==> config.mk <==
export PLATFORM = sky130hd
export DESIGN_NAME = multicycle_ctrl_flat
export DESIGN_NICKNAME = d
export VERILOG_FILES = /design/src/rtl/multicycle_ctrl_if.sv /design/src/rtl/multicycle_ctrl.sv /design/src/flat_wrapper.sv
export SDC_FILE = /design/constraint.sdc
export NUM_CORES = 1
export LEC_CHECK = 0
export ABC_CLOCK_PERIOD_IN_PS = 1710
export BUFFER_PORTS_ARGS = -buffer_cell sky130_fd_sc_hd__buf_2
export CAP_MARGIN = 30
export CELL_PAD_IN_SITES_DETAIL_PLACEMENT = 0
export CELL_PAD_IN_SITES_GLOBAL_PLACEMENT = 1
export CORE_ASPECT_RATIO = 0.9
export CORE_MARGIN = 2
export CORE_UTILIZATION = 18
export DETAILED_ROUTE_END_ITERATION = 16
export MAX_ROUTING_LAYER = met4
export PLACE_DENSITY_LB_ADDON = 0.1
export SYNTH_ARGS = -nofsm -noshare
export SYNTH_HDL_FRONTEND = slang
export SYNTH_SLANG_ARGS = --single-unit
==> constraint.sdc <==
create_clock -name clk -period 1.71 [get_ports clk]
set_clock_uncertainty 0.2 [all_clocks]
set_input_delay 0.2565 -clock clk [delete_from_list [all_inputs] [get_ports clk]]
set_output_delay 0.2565 -clock clk [all_outputs]
set_load 0.02 [all_outputs]
==> src/rtl/multicycle_ctrl_if.sv <==
// rtl/multicycle_ctrl_if.sv - control unit <-> datapath/memory signal bundle
interface multicycle_ctrl_if;
  logic [31:0] instr;
  logic        Zero;
  logic        mem_ready;
  logic        PCSrc;
  logic        ALUSrc;
  logic        RegWrite;
  logic        MemToReg;
  logic [3:0]  ALUCtrl;
  logic        loadPC;
  logic        MemRead;
  logic        MemWrite;
  logic [2:0]  state;

  modport master (
    input  instr, Zero, mem_ready,
    output PCSrc, ALUSrc, RegWrite, MemToReg, ALUCtrl, loadPC, MemRead, MemWrite, state
  );

  modport slave (
    output instr, Zero, mem_ready,
    input  PCSrc, ALUSrc, RegWrite, MemToReg, ALUCtrl, loadPC, MemRead, MemWrite, state
  );
endinterface

==> src/rtl/multicycle_ctrl.sv <==
// rtl/multicycle_ctrl.sv - five-state multicycle RV32I-subset control FSM
// Optional retired-instruction counter enabled by CTRL_PERF_CNT_EN.
module multicycle_ctrl (
  input  logic               clk,
  input  logic               rst,
  multicycle_ctrl_if.master  bus
`ifdef CTRL_PERF_CNT_EN
  ,
  output logic [31:0]        instret
`endif
);

  typedef enum logic [2:0] {
    S_IF  = 3'd0,
    S_ID  = 3'd1,
    S_EX  = 3'd2,
    S_MEM = 3'd3,
    S_WB  = 3'd4
  } state_t;

  localparam logic [6:0] OP_R   = 7'b0110011;
  localparam logic [6:0] OP_I   = 7'b0010011;
  localparam logic [6:0] OP_LW  = 7'b0000011;
  localparam logic [6:0] OP_SW  = 7'b0100011;
  localparam logic [6:0] OP_BEQ = 7'b1100011;

  localparam logic [3:0] ALU_AND = 4'b0000;
  localparam logic [3:0] ALU_OR  = 4'b0001;
  localparam logic [3:0] ALU_ADD = 4'b0010;
  localparam logic [3:0] ALU_SUB = 4'b0110;
  localparam logic [3:0] ALU_SLT = 4'b0111;
  localparam logic [3:0] ALU_SRL = 4'b1000;
  localparam logic [3:0] ALU_SLL = 4'b1001;
  localparam logic [3:0] ALU_SRA = 4'b1010;
  localparam logic [3:0] ALU_XOR = 4'b1101;

  state_t     state_q, state_d;
  logic       zero_q;

  logic [6:0] opcode;
  logic [2:0] funct3;
  logic       is_r, is_i, is_lw, is_sw, is_beq, legal;
  logic [3:0] alu_ctrl;

  logic       unused_instr_bits;
  assign unused_instr_bits = ^{bus.instr[31], bus.instr[29:15], bus.instr[11:7]};

  // Decode is purely combinational on instr so the datapath sees it in every state.
  always_comb begin
    opcode   = bus.instr[6:0];
    funct3   = bus.instr[14:12];
    is_r     = (opcode == OP_R);
    is_i     = (opcode == OP_I);
    is_lw    = (opcode == OP_LW);
    is_sw    = (opcode == OP_SW);
    is_beq   = (opcode == OP_BEQ);
    legal    = ((is_r || is_i) && (funct3 != 3'b011)) || is_lw || is_sw ||
               (is_beq && (funct3 == 3'b000));
    alu_ctrl = ALU_ADD;
    if (legal && (is_r || is_i)) begin
      case (funct3)
        3'b000:  alu_ctrl = (is_r && bus.instr[30]) ? ALU_SUB : ALU_ADD;
        3'b001:  alu_ctrl = ALU_SLL;
        3'b010:  alu_ctrl = ALU_SLT;
        3'b100:  alu_ctrl = ALU_XOR;
        3'b101:  alu_ctrl = bus.instr[30] ? ALU_SRA : ALU_SRL;
        3'b110:  alu_ctrl = ALU_OR;
        3'b111:  alu_ctrl = ALU_AND;
        default: alu_ctrl = ALU_ADD;
      endcase
    end else if (legal && is_beq) begin
      alu_ctrl = ALU_SUB;
    end
  end

  always_ff @(posedge clk or posedge rst) begin
    if (rst) begin
      state_q <= S_IF;
      zero_q  <= 1'b0;
    end else begin
      state_q <= state_d;
      if (state_q == S_EX) zero_q <= bus.Zero;
    end
  end

  always_comb begin
    state_d      = state_q;
    bus.ALUCtrl  = alu_ctrl;
    bus.ALUSrc   = is_i || is_lw || is_sw;
    bus.MemToReg = is_lw;
    bus.MemRead  = 1'b0;
    bus.MemWrite = 1'b0;
    bus.RegWrite = 1'b0;
    bus.loadPC   = 1'b0;
    bus.PCSrc    = 1'b0;
    bus.state    = state_q;
    case (state_q)
      S_IF:  state_d = S_ID;
      S_ID:  state_d = S_EX;
      S_EX:  state_d = S_MEM;
      S_MEM: begin
        bus.MemRead  = is_lw;
        bus.MemWrite = is_sw;
        if (!(is_lw || is_sw) || bus.mem_ready) state_d = S_WB;
      end
      S_WB: begin
        bus.RegWrite = legal && (is_r || is_i || is_lw);
        bus.loadPC   = 1'b1;
        bus.PCSrc    = is_beq && zero_q && legal;
        state_d      = S_IF;
      end
      default: state_d = S_IF;
    endcase
  end

`ifdef CTRL_PERF_CNT_EN
  logic [31:0] instret_q;

  always_ff @(posedge clk or posedge rst) begin
    if (rst) begin
      instret_q <= 32'd0;
    end else if (state_q == S_WB) begin
      instret_q <= instret_q + 32'd1;
    end
  end

  assign instret = instret_q;
`endif

endmodule

==> src/flat_wrapper.sv <==
// flat-port wrapper written by rule: the top's interface ports become plain ports
module multicycle_ctrl_flat 
  (clk, rst, bus_instr, bus_Zero, bus_mem_ready, bus_PCSrc, bus_ALUSrc, bus_RegWrite, bus_MemToReg, bus_ALUCtrl, bus_loadPC, bus_MemRead, bus_MemWrite, bus_state);
  multicycle_ctrl_if bus_i ();
  input  logic clk;
  input  logic rst;
  input wire logic [$bits(bus_i.instr)-1:0] bus_instr;
  input wire logic [$bits(bus_i.Zero)-1:0] bus_Zero;
  input wire logic [$bits(bus_i.mem_ready)-1:0] bus_mem_ready;
  output wire logic [$bits(bus_i.PCSrc)-1:0] bus_PCSrc;
  output wire logic [$bits(bus_i.ALUSrc)-1:0] bus_ALUSrc;
  output wire logic [$bits(bus_i.RegWrite)-1:0] bus_RegWrite;
  output wire logic [$bits(bus_i.MemToReg)-1:0] bus_MemToReg;
  output wire logic [$bits(bus_i.ALUCtrl)-1:0] bus_ALUCtrl;
  output wire logic [$bits(bus_i.loadPC)-1:0] bus_loadPC;
  output wire logic [$bits(bus_i.MemRead)-1:0] bus_MemRead;
  output wire logic [$bits(bus_i.MemWrite)-1:0] bus_MemWrite;
  output wire logic [$bits(bus_i.state)-1:0] bus_state;
  assign bus_i.instr = bus_instr;
  assign bus_i.Zero = bus_Zero;
  assign bus_i.mem_ready = bus_mem_ready;
  assign bus_PCSrc = bus_i.PCSrc;
  assign bus_ALUSrc = bus_i.ALUSrc;
  assign bus_RegWrite = bus_i.RegWrite;
  assign bus_MemToReg = bus_i.MemToReg;
  assign bus_ALUCtrl = bus_i.ALUCtrl;
  assign bus_loadPC = bus_i.loadPC;
  assign bus_MemRead = bus_i.MemRead;
  assign bus_MemWrite = bus_i.MemWrite;
  assign bus_state = bus_i.state;
  multicycle_ctrl u_core (.clk(clk), .rst(rst), .bus(bus_i));
endmodule
==> out/qor.csv <==
stage,metric,value,unit
synth,synth-seq-cells,4,
die,die_y,47.9,um
synth,ys_seq_area_share,26.0,%
route,wl_per_cell,11.0,um
route,drt-vias-per-instance,4.48,
cts,cts_sinks,4,
global_route,grt_max_degree,11,
critical_path,r2r_start,u_core.bus.state[2],
synth,synth_fa_ha_area_share,0,%
global_route,grt_pass1_wl,1810,um
placed_design,placed_area,662,sq um
pwr,internal-power,0.457,mW
critical_path,critPathMaxFanout,3,
cts,insertion_delay,230,ps
placed_design,place_inst,104,
timing,layout_setup_ws,-45.0,ps
timing,final_hold_viol_count,0,
finish,stdcell_area,758,sq um
pwr,p_switching,0.296,mW
pwr,switching_share,39.3,%
synth,syn_area_per_cell,8.76,sq um
pwr,p_per_area,993,nW/um^2
placed_design,place_congestion,0.699,
critical_path,r2r_end,u_core.zero_q,
min_path,min_path_cells,2,
min_path,hp-class,in2reg,
pwr,seqPwrFrac,24.9,%
synth,yosys.area_share.simple,47.7,%
pwr,leakage,0.360,nW
die,rows,15,
critical_path,reg2reg_depth,4,
finish,layout_commonest_cell,buf_2,
die,core_area,1970,sq um
cts,cts.path.max_buffers,2,
die,dieWidth,52.8,um
min_path,min_to,u_core.zero_q,
synth,syn_nets,80,
timing,maxSlewViolCount,0,
run_status,status,"complete, but fails checks",
placed_design,io_buffers,28,
placed_design,post-dp-hpwl,984,um
die,design.die.area,2530,sq um
pwr,ir_drop,0.000557,V
global_route,antenna_found_initial,0,
pwr,p_total,0.753,mW
placed_design,preCtsSetupSlack,-141,ps
global_route,grt_pass1_vias,446,
synth,synthMuxAreaShare,2.92,%
cts,cts_tree,yes,
finish,final_cells,113,
finish,area_delta_synth_final,96.8,%
global_route,overflow,0,
critical_path,worst_setup_path_start_kind,register,
run_status,violations,negative setup slack,
finish,diodes,0,
timing,clock.fmax,570,MHz
timing,period_minus_slack,1760,ps
critical_path,path_class,reg2out,
synth,synth_compound_area_share,14.3,%
finish,drive_gt1_share,63.6,%
critical_path,crit_required,1250,ps
route,drt_iter0_drc,0,
cts,cts_buffers,3,
timing,tightest_slew,205,ps
finish,layout_common_cells,"22 x buf_2, 18 x buf_4, 4 x nor2_1",
timing,setup_viol_count_final,4,
synth,synth_top_family_by_area,simple AND/OR/NAND/NOR gates,
global_route,grt_use_total,10.4,%
route,dr.pass1.iters,1,
cts,clockRootBuffer,clkbuf_4,
cts,path_clk_slew,40,ps
route,drcViolationCount,0,
die,initial_core_util,19.6,%
pwr,clock_power_share,16.1,%
critical_path,arrival,1300,ps
pwr,power_frac_comb,59.0,%
min_path,min_from,bus_Zero,
die,num_io_pins,50,
synth,synth.distinct_cells,29,
synth,yosysWarnings,0,
timing,relSlewSlack,86.2,%
synth,syn-cell-area,385,sq um
synth,synthXorXnorAreaFrac,2.27,%
critical_path,rrSetupSlack,270,ps
finish,layout.nets,126,
cts,h-tree-depth,1,
route,vias,506,
synth,synthCells,44,
route,postRouteAntennaNets,0,
critical_path,critPathCaptureType,output port,
timing,rsz0062_at_grt,yes,
route,drt-total-wl,1250,um
timing,period_share,103,%
job,maxCapViolCount,0,
cell usage after synthesis:
master	n	area share (%)
and3_1	1	1.6
or4_4	1	2.9
inv_1	3	2.9
a21oi_1	2	2.6
a211oi_1	1	1.9
clkbuf_1	1	0.97
nand4bb_4	1	7.1
nor4_1	2	3.2
nand2_1	1	0.97
dfrtp_1	4	26
nor4b_2	1	3.9
nand4b_1	2	4.5
nand2b_1	1	1.6
o21bai_1	1	1.9
xnor2_1	1	2.3
a31oi_1	1	1.6
nand3b_1	1	1.9
buf_6	1	2.9
nor2b_1	3	4.9
o22ai_1	1	1.6
or2_1	1	1.6
o2111ai_1	1	2.3
nor3b_1	1	1.9
nor4b_1	1	2.3
nor2_1	4	3.9
mux2_2	1	2.9
nor3_1	2	2.6
nand3_1	2	2.6
a211o_1	1	2.3
worst max-delay path, stage by stage (launching register included):
cell and delay [ps]:
dfrtp_1 400, nor3b_4 260, nor4b_4 230, buf_4 180
logic make-up (layout without fill, tap and decap cells):
group | after synthesis | after routing
muxes | 1 | 1
AOI/OAI and AO/OA | 8 | 8
buffers and inverters | 5 | 49
xor gates and xnor gates | 1 | 1
and+or+nand+nor | 25 | 25
DFF | 4 | 4
state kept, by name, indices dropped and copies added, names as in the netlist:
register and flops:
u_core.bus.state 3, u_core.zero_q 1
power by group through the flow:
stage / sequential, mW / clock (mW) / combinational (mW)
2_1_floorplan: 0.251 / 0 / 0.161
5_1_grt: 0.194 / 0.127 / 0.483
4_1_cts: 0.193 / 0.124 / 0.406
3_3_place_gp: 0.203 / 0 / 0.338
3_5_place_dp: 0.204 / 0 / 0.339
6_report: 0.187 / 0.121 / 0.444
routing by layer:
layer / global-route usage, % / vias up / part of all wire, %
met5: - / - / 0
met4: 7.69 / 0 / 1.4
met3: 0.938 / 2 / 5.3
met2: 15.3 / 20 / 43
met1: 13.4 / 226 / 50
li1: - / 258 / -
layout make-up:
cell class	instances	area, sq um
Fill cell	220	1210
Tap cell	25	31.3
Inverter	3	11.3
Clock buffer	3	22.5
Multi-Input combinational cell	35	314
Timing Repair Buffer	43	278
Sequential cell	4	101
metrics by stage:
stage	utilization (%)	hold WS, ps	setup TNS (ps)
3_3_place_gp	33.6	-57.0	-367
3_5_place_dp	33.6	-50.8	-473
6_report	38.5	54.1	-77.7
4_1_cts	37.0	46.8	-249
2_1_floorplan	-	-177	-254
5_1_grt	38.5	55.4	-411
repair_timing:
item | CTS | global route
endpoints found under the setup margin | 6 | 5
resized for setup | 5 | 4
hold buffers | 1 | 0
gates cloned | 0 | 0
hold endpoints to repair | 4 | 0
setup buffers | 3 | 2
pin swaps | 4 | 3
worst max path at each step:
stage | cells after the start | start | slack, ps | endpoint
floorplan | 4 | bus_instr[2] | -80 | bus_MemToReg
global placement | 5 | bus_instr[2] | -120 | bus_ALUCtrl[3]
detailed placement | 5 | bus_instr[2] | -140 | bus_ALUCtrl[3]
CTS | 4 | u_core.bus.state[1] | -80 | bus_RegWrite
global route | 3 | u_core.bus.state[0] | -120 | bus_PCSrc
finish | 3 | u_core.bus.state[0] | -50 | bus_PCSrc
No activity file was read; power rests on OpenSTA's default activity.
